**src/rtl/ddr5_rd_pkg.sv**
```systemverilog
// Shared types and burst-length constants for the DDR5 read data path.
package ddr5_rd_pkg;

  typedef enum logic [1:0] {
    IDLE    = 2'd0,
    CAPTURE = 2'd1,
    HOLD    = 2'd2
  } rd_state_e;

  localparam int BL16_BEATS = 16;
  localparam int BC8_BEATS  = 8;

  function automatic int beats_for(input logic bc8);
    return bc8 ? BC8_BEATS : BL16_BEATS;
  endfunction

endpackage

```
**src/rtl/rd_out_buffer.sv**
```systemverilog
// Single output word register with valid/ready; a load may land on the pop edge.
module rd_out_buffer #(
  parameter int W = 128
) (
  input  logic         clk,
  input  logic         reset_n,
  input  logic         clr,
  input  logic         load,
  input  logic [W-1:0] load_data,
  input  logic         load_bc8,
  input  logic         ready,
  output logic         free,
  output logic         valid,
  output logic [W-1:0] data,
  output logic         bc8
);

  logic         valid_q, valid_d;
  logic [W-1:0] data_q, data_d;
  logic         bc8_q, bc8_d;

  // Register can take a new word when empty or being drained this edge.
  assign free = !valid_q || ready;

  always_comb begin
    valid_d = valid_q;
    data_d  = data_q;
    bc8_d   = bc8_q;
    if (clr) begin
      valid_d = 1'b0;
      data_d  = '0;
      bc8_d   = 1'b0;
    end else if (load) begin
      valid_d = 1'b1;
      data_d  = load_data;
      bc8_d   = load_bc8;
    end else if (valid_q && ready) begin
      valid_d = 1'b0;
    end
  end

  always_ff @(posedge clk or negedge reset_n) begin
    if (!reset_n) begin
      valid_q <= 1'b0;
      data_q  <= '0;
      bc8_q   <= 1'b0;
    end else begin
      valid_q <= valid_d;
      data_q  <= data_d;
      bc8_q   <= bc8_d;
    end
  end

  assign valid = valid_q;
  assign data  = data_q;
  assign bc8   = bc8_q;

endmodule

```
**src/rtl/rd_burst_gatherer.sv**
```systemverilog
// Gathers one BL16/BC8 burst of DQ beats into a wide word and hands it upstream
// through a gather register plus a one-word output register.
module rd_burst_gatherer
  import ddr5_rd_pkg::*;
#(
  parameter int DQ_W   = 8,
  parameter int BL_MAX = 16
) (
  input  logic                   clk,
  input  logic                   reset_n,
  input  logic                   flush,
  input  logic                   start,
  input  logic                   bc8,
  input  logic [DQ_W-1:0]        dq_in,
  input  logic                   rd_ready,
  output logic [DQ_W*BL_MAX-1:0] rd_data,
  output logic                   rd_bc8,
  output logic                   rd_valid,
  output logic                   busy,
  output logic                   overflow
);

  localparam int W  = DQ_W * BL_MAX;
  localparam int CW = $clog2(BL_MAX);

  rd_state_e      state_q, state_d;
  logic [CW-1:0]  cnt_q, cnt_d;
  logic           bc8_q, bc8_d;
  logic [W-1:0]   gather_q, gather_d;
  logic           busy_q, busy_d;
  logic           ovf_q, ovf_d;

  logic           load;
  logic [W-1:0]   load_data;
  logic [W-1:0]   word_full;
  logic [CW-1:0]  last_idx;
  logic           last;
  logic           out_free;

  assign last_idx = CW'(beats_for(bc8_q) - 1);
  assign last     = (cnt_q == last_idx);

  always_comb begin
    state_d   = state_q;
    cnt_d     = cnt_q;
    bc8_d     = bc8_q;
    gather_d  = gather_q;
    ovf_d     = 1'b0;
    load      = 1'b0;
    load_data = gather_q;
    // Current gather contents with this cycle's beat merged in.
    word_full = gather_q;
    word_full[cnt_q*DQ_W +: DQ_W] = dq_in;

    case (state_q)
      IDLE: begin
        if (start) begin
          state_d  = CAPTURE;
          cnt_d    = '0;
          bc8_d    = bc8;
          gather_d = '0;
        end
      end
      CAPTURE: begin
        if (!last) begin
          gather_d = word_full;
          cnt_d    = cnt_q + 1'b1;
          ovf_d    = start;
        end else if (out_free) begin
          load      = 1'b1;
          load_data = word_full;
          cnt_d     = '0;
          gather_d  = '0;
          state_d   = start ? CAPTURE : IDLE;
          if (start) bc8_d = bc8;
        end else begin
          // Output register full: park the word; a start here cannot be honoured.
          gather_d = word_full;
          state_d  = HOLD;
          ovf_d    = start;
        end
      end
      HOLD: begin
        if (out_free) begin
          load      = 1'b1;
          load_data = gather_q;
          cnt_d     = '0;
          gather_d  = '0;
          state_d   = start ? CAPTURE : IDLE;
          if (start) bc8_d = bc8;
        end else begin
          ovf_d = start;
        end
      end
      default: state_d = IDLE;
    endcase

    if (flush) begin
      state_d  = IDLE;
      cnt_d    = '0;
      bc8_d    = 1'b0;
      gather_d = '0;
      ovf_d    = 1'b0;
      load     = 1'b0;
    end
    busy_d = (state_d != IDLE);
  end

  always_ff @(posedge clk or negedge reset_n) begin
    if (!reset_n) begin
      state_q  <= IDLE;
      cnt_q    <= '0;
      bc8_q    <= 1'b0;
      gather_q <= '0;
      busy_q   <= 1'b0;
      ovf_q    <= 1'b0;
    end else begin
      state_q  <= state_d;
      cnt_q    <= cnt_d;
      bc8_q    <= bc8_d;
      gather_q <= gather_d;
      busy_q   <= busy_d;
      ovf_q    <= ovf_d;
    end
  end

  rd_out_buffer #(.W(W)) u_out (
    .clk       (clk),
    .reset_n   (reset_n),
    .clr       (flush),
    .load      (load),
    .load_data (load_data),
    .load_bc8  (bc8_q),
    .ready     (rd_ready),
    .free      (out_free),
    .valid     (rd_valid),
    .data      (rd_data),
    .bc8       (rd_bc8)
  );

  assign busy     = busy_q;
  assign overflow = ovf_q;

endmodule

```
**config.mk**
```make
export PLATFORM = sky130hd
export DESIGN_NAME = rd_burst_gatherer
export DESIGN_NICKNAME = d
export VERILOG_FILES = /design/src/rtl/ddr5_rd_pkg.sv /design/src/rtl/rd_out_buffer.sv /design/src/rtl/rd_burst_gatherer.sv
export SDC_FILE = /design/constraint.sdc
export NUM_CORES = 1
export LEC_CHECK = 0
export BUFFER_PORTS_ARGS = -buffer_cell sky130_fd_sc_hd__buf_4
export CAP_MARGIN = 20
export CORE_MARGIN = 1.5
export CORE_UTILIZATION = 35
export CTS_CLUSTER_SIZE = 8
export DETAILED_ROUTE_END_ITERATION = 8
export PLACE_DENSITY = 0.64
export SYNTH_ARGS = -nofsm -noshare
export SYNTH_HDL_FRONTEND = slang
export SYNTH_SLANG_ARGS = --single-unit
export TNS_END_PERCENT = 50
```
**constraint.sdc**
```tcl
create_clock -name clk -period 2.31 [get_ports clk]
set_input_delay 0.693 -clock clk [delete_from_list [all_inputs] [get_ports clk]]
set_output_delay 0.693 -clock clk [all_outputs]
set_load 0.05 [all_outputs]
```
==> summary.md <==
| Metric | Value |
|---|---|
| Outcome | complete, no violations |
| Die area | 33800 sq um |
| Worst-Skew Late Latency | 520 ps |
| Pre-antenna DRT Iters | 5 |
| Hold Crit Class | in2async |
| Area growth syn-to-layout | 32.0% |
| Post-synth EDFFs | 0 |
| Syn avg cell area | around 12 sq um |
| Synth top area share | about three fifths |
| Crit path max fanout | 9 |
| DP HPWL | ~23000 um |
| Internal Power | approximately 8000 uW |
| Die Height | 184 um |
| Die X | 184 um |
| Crit path cell chain | inv_1 > ha_1 > or3_1 > a21oi_2 > a21oi_1 > buf_4 > o21ai_1 > a22o_1 |
| Count of buffer and inverter cells on the critical path | 2 |
| Crit path DAT | between 2000 and 3000 ps |
| Ys flop type | dfrtp_1 |
| Crit path max-delay cell type | dfrtp_1 |
| Clock Power Share | roughly 49% |
| Setup violators final | 0 |
| Nets | 1176 |
| Commonest non-fill, non-tap cell in the layout | dfrtp_1 |
| Slew Limit Headroom | approximately three fifths |
| Max_cap viols | 0 |
| Post-route antenna net violation count | 0 |
| Sink Count | between 200 and 300 |
| IO Port Bufs | 145 |
| Most frequent cells in the layout | 266 x dfrtp_1, 229 x buf_4, 104 x a221o_1, 72 x o2bb2ai_1, 66 x a22o_1 |
| Cell row count | 66 |
| First-pass GRT wire length | 54100 um |
| Crit-path max cell delay | a little over 400 ps |
| Library cells used by synthesis | 59 |
| TritonCTS clock tree | built |
| Pin count of the biggest net entering global routing | between 70 and 80 |
| DRC | 0 |
| Io pins | between 100 and 150 |
| Reg clk slew, reported paths | about 50 ps |
| Net Count, Synth | 950 |
| Unrepaired setup endpoints after global routing | true |
| Total gr overflow | 0 |
| Clock skew | ~21 ps |
| Crit path required time | ~2800 ps |
| Max Fclk | approximately 440 MHz |
| Async set or reset register ratio after synthesis | 100% |
| Vias per cell | roughly 5.6 |
| Largest area contributor in the netlist | dfrtp_1 |
| Cells after synthesis | a little over 900 |
| Synthesized flop and latch total | ~270 |
| Gate power share | under 10% |
| Core Region | ~32000 sq um |
| Ys Warns | 0 |
| Worst Setup Start Kind | flip-flop |
| CP Capture Type | flip-flop |
| Setup CP Type | reg2reg |
| Final Hold Viols | 0 |
| Routed vias | 8981 |
| # fillers | 2959 |
| CTS hold repair buffers | 0 |
| Leakage power total | slightly above 0.007 uW |
| Max Buffers Root-to-Sink | 3 |
| # diodes | 0 |
| Sequential element share of the synthesized area | approximately three fifths |
| CP top delay family | compound AO/OA/AOI/OAI gates |
| Top cells by area, synth | dfrtp_1 58%, a221o_1 9.1%, o2bb2ai_1 5.5% |
| Number of CTS-inserted buffers | 39 |
| NetSw | 2390 uW |
| Final WL | approximately 34000 um |
| Power per cell area | 687 nW/um^2 |
| Routability cong. | about 0.88 |
| Power, Total | 10400 uW |
| Clk root buf | clkbuf_16 |
| Iter 0 DRT Violations | ~640 |
| CTS H-Tree Depth | 2 |
| Least-Margin Pin Slew | 599 ps |
| Sw frac | 23.0% |
| Layout cells sized above 1 | between 30% and 40% |
| Slew Limit Fails | 0 |
| Tot GR Track Use | between 20% and 30% |
| Synthesized cell area | between 10000 and 15000 sq um |
| Wire per inst | approximately 21 um |
| Final cell count without fillers | about 1600 |
| Initial Utilization | 35.4% |
| Tmin final | between 2000 and 2500 ps |
| Sequential Power Share | between 40% and 50% |
| Worst VDD drop | around 0.00047 V |
| Vias in the first global route | just over 9000 |
| Placed instance count | around 1600 |
| Final period util | ~100% |
| Initial antenna violation count | 0 |
## routing by layer
layer	vias to the layer above	part of all wire (%)	global-route usage, %
met1	4568	45	28.9
met5	-	0	0
met2	314	47	32.3
met4	0	1.8	5.38
met3	57	5.9	3.65
li1	4042	-	-
## stage by stage
stage	area (sq um)	util (%)	setup WS [ps]	hold slack, ps	setup TNS, ps
after CTS	14900	46.0	-35.8	109	-525
final	15100	46.7	11.5	113	0
after floorplan	11500	-	-207	397	-2060
after global routing	15100	46.7	-104	123	-2180
after detailed placement	13800	42.6	-223	466	-13740
after global placement	13800	42.6	-235	464	-8630
## worst paths after layout
check / startpoint / endpoint / slack (ps) / cells after the start
max: state_q[0]$_DFF_PN0_ / gather_q[117]$_DFFE_PN0P_ / 10 / 8
min reg2reg: gather_q[105]$_DFFE_PN0P_ / gather_q[105]$_DFFE_PN0P_ / 480 / 1
max reg2reg: state_q[0]$_DFF_PN0_ / gather_q[117]$_DFFE_PN0P_ / 10 / 8
max in group asynchronous: reset_n / u_out.data[53]$_DFFE_PN0P_ / 1460 / 2
min in group clk: bc8 / bc8_q$_DFFE_PN0P_ / 440 / 3
min: reset_n / u_out.data[69]$_DFFE_PN0P_ / 110 / 1
## sequential cells by signal, indices dropped and copies added, names as in the netlist
register	flops
busy	1
u_out.data	128
gather_q	128
cnt_q	4
state_q	2
overflow	1
bc8_q	1
u_out.bc8	1
u_out.valid	1
## synthesized netlist by cell type, types with 2 or more instances
master       n
mux2i_1     25
nor4_1       3
nand2b_1     6
o21ai_0     21
a22o_1      66
nand4_1      2
a21oi_1     11
nand3_1      4
and2_1      45
nor4_4       2
nand2_1     47
o21ai_2     10
nor3b_1      2
a2111oi_0    2
a311oi_1     3
dfrtp_1    267
nor2b_1      4
o21ai_1     10
nor2_1      56
inv_1        7
and2_0       2
o2bb2ai_1   72
buf_1        3
and4_1       3
buf_2       19
clkbuf_1    38
or2_2        2
a221o_1    104
buf_4        2
xor2_1       2
and3_1      39
a21oi_2      3
o2bb2ai_2    8
nor3_1       5
nand3b_1     3
a31oi_1      2
ha_1         7
## what timing repair did
| item | in CTS | in global routing |
|---|---|---|
| gates resized for setup | 16 | 54 |
| buffers inserted | 0 | 3 |
| pin swaps | 0 | 5 |
| endpoints found under the setup margin | 200 | 240 |
## power by group through the flow
stage / logic [uW] / clock network [uW] / registers, uW
6_report: 617 / 5070 / 4710
5_1_grt: 672 / 5360 / 4710
4_1_cts: 607 / 5190 / 4710
3_5_place_dp: 603 / 0 / 4790
3_3_place_gp: 594 / 0 / 4790
2_1_floorplan: 258 / 0 / 4790
## cell families (layout without fill, tap and decap cells)
| family | count (synthesis) | after routing | synth area share (%) |
|---|---|---|---|
| compound gates | 320 | 320 | 24.7 |
| xor+xnor | 4 | 4 | 0.371 |
| fa+ha+maj | 7 | 7 | 0.764 |
| buf+inv | 72 | 302 | 2.71 |
| flops | 267 | 267 | 58.3 |
| mux | 26 | 26 | 2.28 |
| simple gates | 233 | 233 | 10.9 |
## final cells by class
type | count | area (sq um) | area share (%)
clock inverter | 2 | 25.0 | 0.165
multi-input combinational | 590 | 4730 | 31.3
tap | 442 | 553 | 3.66
timing repair buffer | 249 | 2060 | 13.6
clock buffer | 43 | 1030 | 6.83
sequential | 267 | 6680 | 44.2
inverter | 8 | 32.5 | 0.215
Note: power is estimated with default switching activity, not from simulation.
